===== src/rtl/piso_pkg.sv =====
// Shared types and width helpers for the parallel-in/serial-out shifter family.
package piso_pkg;

    typedef enum logic [0:0] {
        StIdle  = 1'b0,
        StShift = 1'b1
    } state_e;

    // Counter width for a 0..n-1 range; never collapses to zero bits when n == 1.
    function automatic int unsigned cnt_width(input int unsigned n);
        return (n > 1) ? $clog2(n) : 1;
    endfunction

endpackage


===== src/rtl/piso_stream_if.sv =====
// Word-in / serial-out stream bundle between a producer and piso_stream.
interface piso_stream_if #(
    parameter int unsigned WIDTH = 8
) ();

    logic             flush;
    logic [WIDTH-1:0] din;
    logic             in_valid;
    logic             in_ready;
    logic             dout;
    logic             bit_stb;
    logic             sof;
    logic             eof;
    logic             busy;

    modport master (
        output flush, din, in_valid,
        input  in_ready, dout, bit_stb, sof, eof, busy
    );

    modport slave (
        input  flush, din, in_valid,
        output in_ready, dout, bit_stb, sof, eof, busy
    );

endinterface


===== src/rtl/piso_tick_gen.sv =====
// Bit-period divider: tick_o marks the last clk cycle of each serial bit.
module piso_tick_gen
    import piso_pkg::*;
#(
    parameter int unsigned CLKDIV = 1
) (
    input  logic clk,
    input  logic rst,
    input  logic clr_i,
    input  logic en_i,
    output logic tick_o
);

    localparam int unsigned     DivW    = cnt_width(CLKDIV);
    localparam logic [DivW-1:0] DivLast = DivW'(CLKDIV - 1);

    logic [DivW-1:0] div_cnt_d, div_cnt_q;

    always_comb begin
        div_cnt_d = div_cnt_q;
        if (clr_i) begin
            div_cnt_d = '0;
        end else if (en_i) begin
            div_cnt_d = (div_cnt_q == DivLast) ? '0 : div_cnt_q + 1'b1;
        end
    end

    always_ff @(posedge clk or negedge rst) begin
        if (!rst) begin
            div_cnt_q <= '0;
        end else begin
            div_cnt_q <= div_cnt_d;
        end
    end

    assign tick_o = en_i & (div_cnt_q == DivLast);

endmodule


===== src/rtl/piso_stream.sv =====
// Parallel-in/serial-out shifter with a one-deep holding register for gapless streaming.
module piso_stream
    import piso_pkg::*;
#(
    parameter int unsigned WIDTH      = 8,
    parameter int unsigned LSB_FIRST  = 1,
    parameter int unsigned CLKDIV     = 1,
    parameter int unsigned IDLE_LEVEL = 1
) (
    input logic          clk,
    input logic          rst,
    piso_stream_if.slave s
);

    localparam int unsigned     BitW    = cnt_width(WIDTH);
    localparam logic [BitW-1:0] BitLast = BitW'(WIDTH - 1);
    localparam logic            IdleBit = 1'(IDLE_LEVEL);

    state_e           state_d, state_q;
    logic [WIDTH-1:0] shift_d, shift_q;
    logic [WIDTH-1:0] hold_d, hold_q;
    logic             hold_empty_d, hold_empty_q;
    logic [BitW-1:0]  bit_cnt_d, bit_cnt_q;
    logic             dout_d, dout_q;
    logic             bit_stb_d, bit_stb_q;
    logic             sof_d, sof_q;
    logic             eof_d, eof_q;
    logic             busy_d, busy_q;

    logic             tick;
    logic             accept;
    logic             last_bit;
    logic             load;
    logic [WIDTH-1:0] load_word;

    function automatic logic first_bit(input logic [WIDTH-1:0] w);
        return (LSB_FIRST != 0) ? w[0] : w[WIDTH-1];
    endfunction

    function automatic logic [WIDTH-1:0] shift_word(input logic [WIDTH-1:0] w);
        return (LSB_FIRST != 0) ? (w >> 1) : (w << 1);
    endfunction

    piso_tick_gen #(
        .CLKDIV (CLKDIV)
    ) u_tick_gen (
        .clk    (clk),
        .rst    (rst),
        .clr_i  (load | s.flush),
        .en_i   (state_q == StShift),
        .tick_o (tick)
    );

    always_comb begin
        accept       = s.in_valid & hold_empty_q & ~s.flush;
        last_bit     = (bit_cnt_q == BitLast);
        load         = 1'b0;
        load_word    = s.din;
        state_d      = state_q;
        shift_d      = shift_q;
        hold_d       = hold_q;
        hold_empty_d = hold_empty_q;
        bit_cnt_d    = bit_cnt_q;
        dout_d       = dout_q;
        bit_stb_d    = 1'b0;
        sof_d        = sof_q;
        eof_d        = eof_q;
        busy_d       = busy_q;

        if (s.flush) begin
            state_d      = StIdle;
            shift_d      = '0;
            hold_d       = '0;
            hold_empty_d = 1'b1;
            bit_cnt_d    = '0;
            dout_d       = IdleBit;
            sof_d        = 1'b0;
            eof_d        = 1'b0;
            busy_d       = 1'b0;
        end else begin
            unique case (state_q)
                StIdle: begin
                    if (accept) load = 1'b1;
                end
                StShift: begin
                    if (tick && last_bit) begin
                        // Word boundary: held word first, then a same-edge offer, else go idle.
                        if (!hold_empty_q) begin
                            load         = 1'b1;
                            load_word    = hold_q;
                            hold_empty_d = 1'b1;
                        end else if (accept) begin
                            load = 1'b1;
                        end else begin
                            state_d = StIdle;
                            dout_d  = IdleBit;
                            sof_d   = 1'b0;
                            eof_d   = 1'b0;
                            busy_d  = 1'b0;
                        end
                    end else begin
                        if (tick) begin
                            bit_cnt_d = bit_cnt_q + 1'b1;
                            shift_d   = shift_word(shift_q);
                            dout_d    = first_bit(shift_d);
                            bit_stb_d = 1'b1;
                            sof_d     = 1'b0;
                            eof_d     = (bit_cnt_d == BitLast);
                        end
                        if (accept) begin
                            hold_d       = s.din;
                            hold_empty_d = 1'b0;
                        end
                    end
                end
                default: state_d = StIdle;
            endcase

            if (load) begin
                state_d   = StShift;
                shift_d   = load_word;
                dout_d    = first_bit(load_word);
                bit_cnt_d = '0;
                bit_stb_d = 1'b1;
                sof_d     = 1'b1;
                eof_d     = 1'b0;
                busy_d    = 1'b1;
            end
        end
    end

    always_ff @(posedge clk or negedge rst) begin
        if (!rst) begin
            state_q      <= StIdle;
            shift_q      <= '0;
            hold_q       <= '0;
            hold_empty_q <= 1'b1;
            bit_cnt_q    <= '0;
            dout_q       <= IdleBit;
            bit_stb_q    <= 1'b0;
            sof_q        <= 1'b0;
            eof_q        <= 1'b0;
            busy_q       <= 1'b0;
        end else begin
            state_q      <= state_d;
            shift_q      <= shift_d;
            hold_q       <= hold_d;
            hold_empty_q <= hold_empty_d;
            bit_cnt_q    <= bit_cnt_d;
            dout_q       <= dout_d;
            bit_stb_q    <= bit_stb_d;
            sof_q        <= sof_d;
            eof_q        <= eof_d;
            busy_q       <= busy_d;
        end
    end

    assign s.in_ready = hold_empty_q;
    assign s.dout     = dout_q;
    assign s.bit_stb  = bit_stb_q;
    assign s.sof      = sof_q;
    assign s.eof      = eof_q;
    assign s.busy     = busy_q;

endmodule

===== src/flat_wrapper.sv =====
// flat-port wrapper written by rule: the top's interface ports become plain ports
module piso_stream_flat import piso_pkg::*;
#(
    parameter int unsigned WIDTH      = 8,
    parameter int unsigned LSB_FIRST  = 1,
    parameter int unsigned CLKDIV     = 1,
    parameter int unsigned IDLE_LEVEL = 1
)
  (clk, rst, s_flush, s_din, s_in_valid, s_in_ready, s_dout, s_bit_stb, s_sof, s_eof, s_busy);
  piso_stream_if #(.WIDTH(WIDTH)) s_i ();
  input logic clk;
  input logic rst;
  input wire logic [$bits(s_i.flush)-1:0] s_flush;
  input wire logic [$bits(s_i.din)-1:0] s_din;
  input wire logic [$bits(s_i.in_valid)-1:0] s_in_valid;
  output wire logic [$bits(s_i.in_ready)-1:0] s_in_ready;
  output wire logic [$bits(s_i.dout)-1:0] s_dout;
  output wire logic [$bits(s_i.bit_stb)-1:0] s_bit_stb;
  output wire logic [$bits(s_i.sof)-1:0] s_sof;
  output wire logic [$bits(s_i.eof)-1:0] s_eof;
  output wire logic [$bits(s_i.busy)-1:0] s_busy;
  assign s_i.flush = s_flush;
  assign s_i.din = s_din;
  assign s_i.in_valid = s_in_valid;
  assign s_in_ready = s_i.in_ready;
  assign s_dout = s_i.dout;
  assign s_bit_stb = s_i.bit_stb;
  assign s_sof = s_i.sof;
  assign s_eof = s_i.eof;
  assign s_busy = s_i.busy;
  piso_stream #(.WIDTH(WIDTH), .LSB_FIRST(LSB_FIRST), .CLKDIV(CLKDIV), .IDLE_LEVEL(IDLE_LEVEL)) u_core (.clk(clk), .rst(rst), .s(s_i));
endmodule

===== config.mk =====
export PLATFORM = sky130hd
export DESIGN_NAME = piso_stream_flat
export DESIGN_NICKNAME = d
export VERILOG_FILES = /design/src/rtl/piso_pkg.sv /design/src/rtl/piso_stream_if.sv /design/src/rtl/piso_tick_gen.sv /design/src/rtl/piso_stream.sv /design/src/flat_wrapper.sv
export SDC_FILE = /design/constraint.sdc
export NUM_CORES = 1
export LEC_CHECK = 0
export ABC_AREA = 1
export BUFFER_PORTS_ARGS = -buffer_cell sky130_fd_sc_hd__buf_2
export CORE_ASPECT_RATIO = 1.5
export CORE_MARGIN = 2
export CORE_UTILIZATION = 47
export CTS_CLUSTER_SIZE = 24
export DETAILED_ROUTE_END_ITERATION = 6
export PLACE_DENSITY_LB_ADDON = 0.08
export RECOVER_POWER = 50
export SLEW_MARGIN = 20
export SYNTH_ARGS = -nofsm -noshare
export SYNTH_HDL_FRONTEND = slang
export SYNTH_SLANG_ARGS = --single-unit

===== constraint.sdc =====
create_clock -name clk -period 2.5 [get_ports clk]
set_input_delay 0.125 -clock clk [delete_from_list [all_inputs] [get_ports clk]]
set_output_delay 0.125 -clock clk [all_outputs]
set_load 0.05 [all_outputs]

=== Word level (Yosys, flattened, before mapping) ===
Index checks and enable logic that the tools add are counted.

* Output and inout bits: 6
* Flip-flop bits (word level): 27

* Mux-type cells: 62
* Bitwise operators: 7
* Reductions and logical operators: 15
* Add/sub/neg operators: 2
* Equality and inequality tests: 7

{| class="wikitable"
|+ Operators by type and width
! cell !! count
|-
| $mux W8 || 12
|-
| $mux W1 || 44
|-
| $mux W3 || 5
|-
| $reduce_bool A3 Y1 || 5
|-
| $reduce_and A4 Y1 || 2
|-
| $eq A3 B3 Y1 const B || 2
|-
| $ne A3 B3 Y1 const B || 2
|-
| $reduce_and A3 Y1 || 2
|-
| $reduce_bool A2 Y1 || 3
|-
| $ne A4 B3 Y1 const B || 1
|-
| $ne A4 B4 Y1 const B || 1
|-
| $reduce_bool A4 Y1 || 1
|-
| $add A3 B1 Y3 const B || 1
|-
| $and A1 B1 Y1 || 3
|-
| $not A1 Y1 || 3
|-
| $ne A2 B2 Y1 const B || 1
|-
| $pmux W1 S2 || 1
|-
| $reduce_and A2 Y1 || 1
|-
| $add A1 B1 Y1 const B || 1
|-
| $logic_and A1 B1 Y1 || 1
|-
| $or A1 B1 Y1 || 1
|}

=== Depth between registers and ports, before layout ===
* Word-level depth: 10
* Depth in mapped cells: 9
* Gate-level depth less buffers: 9

=== By module ===
A second synthesis with hierarchy kept.

* Cells, all modules: 191
* Area, all modules: 1402.6 sq um

{| class="wikitable"
|+ By module, submodules not included
! module !! times used !! sequential area each (sq um) !! area each (sq um) !! cells each
|-
| piso_stream || 1 || 628.1 || 1395.1 || 190
|-
| piso_tick_gen || 1 || 0.0 || 7.5 || 1
|}

=== Least setup slack after synthesis ===
Ideal clock, no wire load.

* Kind: reg2reg
* Start point: register u_core.bit_cnt_q[0]
* End point: register u_core.hold_q[0]
* Period minus slack after synthesis: 1.554 ns
* Required time: 2.413 ns
* Data arrival time: 1.467 ns
* Path slack: 0.946 ns
* Buffers on the path: 0
* Cell stages (with the launch flop): 8
* Cells stage by stage: dfrtp_1 ha_1 ha_1 inv_1 nand2_4 inv_1 nand4_1 o22ai_1

* Cells in the longest elaborated chain, start to end: 4

{| class="wikitable"
|+ Ends and longest elaborated chain
! element !! line !! text
|-
| start: declaration || piso_stream.sv:23 || <nowiki>logic [BitW-1:0] bit_cnt_d, bit_cnt_q;</nowiki>
|-
| start signal: assignment || piso_stream.sv:149 || <nowiki>bit_cnt_q <= bit_cnt_d;</nowiki>
|-
| $eq A3 B3 Y1 || piso_stream.sv:56 || <nowiki>last_bit = (bit_cnt_q == BitLast);</nowiki>
|-
| $logic_and A1 B1 Y1 || piso_stream.sv:86 || <nowiki>if (tick && last_bit) begin</nowiki>
|-
| $ne A2 B2 Y1 (no line) || -- ||
|-
| $reduce_and A3 Y1 (no line) || -- ||
|-
| end signal: assignment || piso_stream.sv:147 || <nowiki>hold_q <= hold_d;</nowiki>
|-
| end: declaration || piso_stream.sv:21 || <nowiki>logic [WIDTH-1:0] hold_d, hold_q;</nowiki>
|}

No other way between the ends.
A chain may end at the register's enable or synchronous reset.

=== Final worst setup path ===
Ends and elaborated chain as after synthesis.

==> summary.txt <==
Route
  – Antenna Nets Post-Route: 0
  – Iter 0 DRT Violations: 17
  – DR vias: about 1200
  – Routed wire per std cell: ~12 um
  – WL final: roughly 2800 um
  – Router iterations before antenna repair: 4
  – DRC: 0
  – Routed vias/inst: between 4 and 5

Run status
  – Status: complete, no violations

Pwr
  – Peak VDD IR: ~0.00035 V
  – Pleak: 0.860 nW
  – Pwr dens: around 540 nW/um2

Timing
  – Max Slew Vio Count: 0
  – Slew margin rel.: 12.7%
  – Tcrit/Tclk final: just over 70%
  – # setup viols final: 0
  – Worst slew pin tran: between 1 and 1.5 ns
  – Worst Skew: 0.00629 ns
  – PnR worst setup slack: around 0.7 ns
  – Max Clk Rate: between 0.5 and 0.6 GHz
  – Setup TNS: 0 ns
  – Crit path time final: about 1.8 ns
  – Endpoints failing hold: 0
  – RSZ-0062 raised after global routing: false

Placement
  – Port Buffers: 17
  – Post-Place Cells: 236
  – Placer Congestion: ~0.83
  – DP Area: roughly 1500 um2
  – Post-DP HPWL: ~2200 um
  – Post-place setup slack: approximately 0.71 ns

Final layout
  – Area grow syn2layout: 11.6%
  – Register Area: approximately 630 um2
  – Filler cell count: 284
  – Share of cells above drive strength 1: 13.9%
  – Post-route insts no fill: 241
  – Final Util: between 50% and 60%
  – Ant diodes: 0
  – Final Cell Area: 1550 um2
  – Footprint of the multi-input gates: 612 um2
  – Nets@finish: roughly 220

Clock tree
  – TritonCTS buffer count: 3
  – H-tree Lvls: 1
  – Clock Sinks: 25
  – CTS root buf: clkbuf_8
  – Worst-Skew Late Latency: 0.27 ns
  – Worst-path clk slew: 0.09 ns
  – CTS tree: built
  – Max clock buf depth: 2

Floorplanning
  – Die area: 3420 um2
  – Num rows: 24
  – Core ar.: between 2000 and 3000 um2
  – Io pins: 18
  – Die X: a little under 50 um
  – Initial Utilization: ~49%
  – Die Height: roughly 71 um

GRT
  – First-pass GRT wire length: approximately 5000 um
  – Total track usage: between 10% and 20%
  – Global route overflow: 0
  – Vias in the first global route: between 1000 and 1500
  – Largest net degree at the start of global routing: 26
  – Initial antenna violation count: 0

Logic synthesis
  – Share of the yosys chip area belonging to registers: 45.1%
  – Xor and xnor area share after synthesis: 0%
  – Post-synth EDFFs: 0
  – Top FF cell, synth: dfrtp_1
  – Compound-Gate Fraction of Synth Area: 8.72%
  – Yosys cell types: 25
  – Synth Warn #: 0
  – Main combinational cell family by area after synthesis: simple AND/OR/NAND/NOR gates
  – Mapped Cells: 183
  – Simple-Gate Fraction of Synth Area: 32.6%
  – Seq cells post-synth: 25
  – Mux cell area share after synthesis: 0%
  – Syn Nets: a little under 200
  – Mapped Avg Cell Area: 7.60 um2
  – Mapped Area: approximately 1400 um2
  – Ys async rst share: between 90% and 100%
  – Synth Area in Adders: ~2.7%

Critical path
  – Critical path class: flop to flop
  – Critical Path End Type: flop
  – Worst Path Arrival: between 1.5 and 2 ns
  – Reg2reg start: u_core.bit_cnt_q[0]$_DFFE_PN0P_
  – Worst reg2reg path depth: 7
  – Setup slack, reg-to-reg: 0.70 ns
  – Critical-path maximum fanout: 7
  – Startpoint type of the worst setup path: flop
  – Critical Path RT: 2.69 ns
  – R2r endpoint: u_core.hold_q[0]$_DFFE_PN0P_

Min path
  – Worst Hold Launch: s_din[7]
  – Hold path endpoint: u_core.hold_q[7]$_DFFE_PN0P_
  – Hold path cells: 3
  – Hold Crit Class: primary input to flop

Run
  – Max cap viols: 0
==> stage by stage <==
step,total power [mW],hold WS (ns)
after detailed placement,0.601,0.147
after global routing,0.887,0.134
after global placement,0.600,0.136
after floorplan,0.559,-0.171
after CTS,0.842,0.113
final,0.834,0.105
==> placed cells by master, fill, tap and decap left out, types with 2 or more instances in the layout <==
cell,count
o21ai_0,8
ha_1,3
nor2_1,2
nand4_1,9
o22ai_1,7
dfstp_2,2
inv_1,32
inv_2,2
dfrtp_1,23
nand3_1,5
clkbuf_8,3
clkbuf_1,4
nand2_1,76
buf_2,13
==> registers in the layout, indices dropped and copies added, names as in the netlist <==
register	cells
u_core.s.bit_stb	1
u_core.hold_q	8
u_core.s.eof	1
u_core.s.sof	1
u_core.s.in_ready	1
u_core.bit_cnt_q	3
u_core.state_q	1
u_core.s.busy	1
u_core.shift_q	7
u_core.s.dout	1
==> area by class of cell <==
type                            count  share of cell area, %
Inverter                           34                   8.22
Sequential cell                    25                   40.5
Timing Repair Buffer               18                   5.80
Multi-Input combinational cell    121                   39.4
Clock inverter                      1                  0.322
Tap cell                           39                   3.14
Clock buffer                        3                   2.66
==> cells in the mapped netlist (2+ instances only) <==
master	n	share of area, %
dfrtp_1	23	41
dfstp_2	2	3.8
ha_1	3	2.7
inv_1	32	8.6
inv_2	2	0.54
nand2_1	76	21
nand3_1	5	1.8
nand4_1	9	4.0
nor2_1	2	0.54
o21ai_0	8	2.9
o22ai_1	7	3.1
==> power by group <==
group	switching (mW)	internal [mW]	total, mW
logic	0.103	0.0434	0.146
registers	0.0153	0.430	0.446
clock network	0.131	0.111	0.243
total	0.249	0.585	0.834
==> metal layers <==
layer / routed length (um) / track usage (%) / share of wire [%] / vias up
met5: 0 / 0 / 0 / -
met4: 62 / 8.25 / 2.2 / 0
met3: 45 / 2.53 / 1.6 / 6
met2: 1350 / 32.4 / 48 / 15
met1: 1330 / 22.5 / 48 / 529
li1: - / - / - / 609
==> logic make-up (layout without fill, tap and decap cells) <==
logic type / after synthesis / in the layout
adders and majority gates: 3 / 3
DFF: 25 / 25
AOI/OAI and AO/OA: 19 / 19
buffers and inverters: 37 / 56
and+or+nand+nor: 99 / 99
==> critical path: stages, from the launching register on <==
cell and delay, ns:
dfrtp_1 0.42, ha_1 0.21, ha_1 0.23, inv_1 0.11, nand2_4 0.09, inv_1 0.17
nand4_1 0.27, o22ai_1 0.22
==> worst max path at each step <==
stage                               startpoint                           end  slack (ns)  depth (start not counted)
6_report       u_core.bit_cnt_q[0]$_DFFE_PN0P_  u_core.hold_q[0]$_DFFE_PN0P_        0.70                          7
4_1_cts        u_core.bit_cnt_q[0]$_DFFE_PN0P_  u_core.hold_q[4]$_DFFE_PN0P_        0.69                          7
3_5_place_dp   u_core.bit_cnt_q[0]$_DFFE_PN0P_  u_core.hold_q[0]$_DFFE_PN0P_        0.71                          7
5_1_grt        u_core.bit_cnt_q[0]$_DFFE_PN0P_  u_core.hold_q[4]$_DFFE_PN0P_        0.46                          7
2_1_floorplan  u_core.bit_cnt_q[0]$_DFFE_PN0P_  u_core.hold_q[0]$_DFFE_PN0P_        0.95                          7
3_3_place_gp   u_core.bit_cnt_q[0]$_DFFE_PN0P_      u_core.s.eof$_DFFE_PN0P_        0.75                          8
==> repair_timing <==
| item | 4_1_cts | 5_1_grt |
|---|---|---|
| hold buffers | 1 | 0 |
| buffers inserted | 0 | 0 |
| resized for setup | 0 | 0 |
| endpoints found under the hold margin | 23 | 0 |
Note: power is estimated with default switching activity, not from simulation.
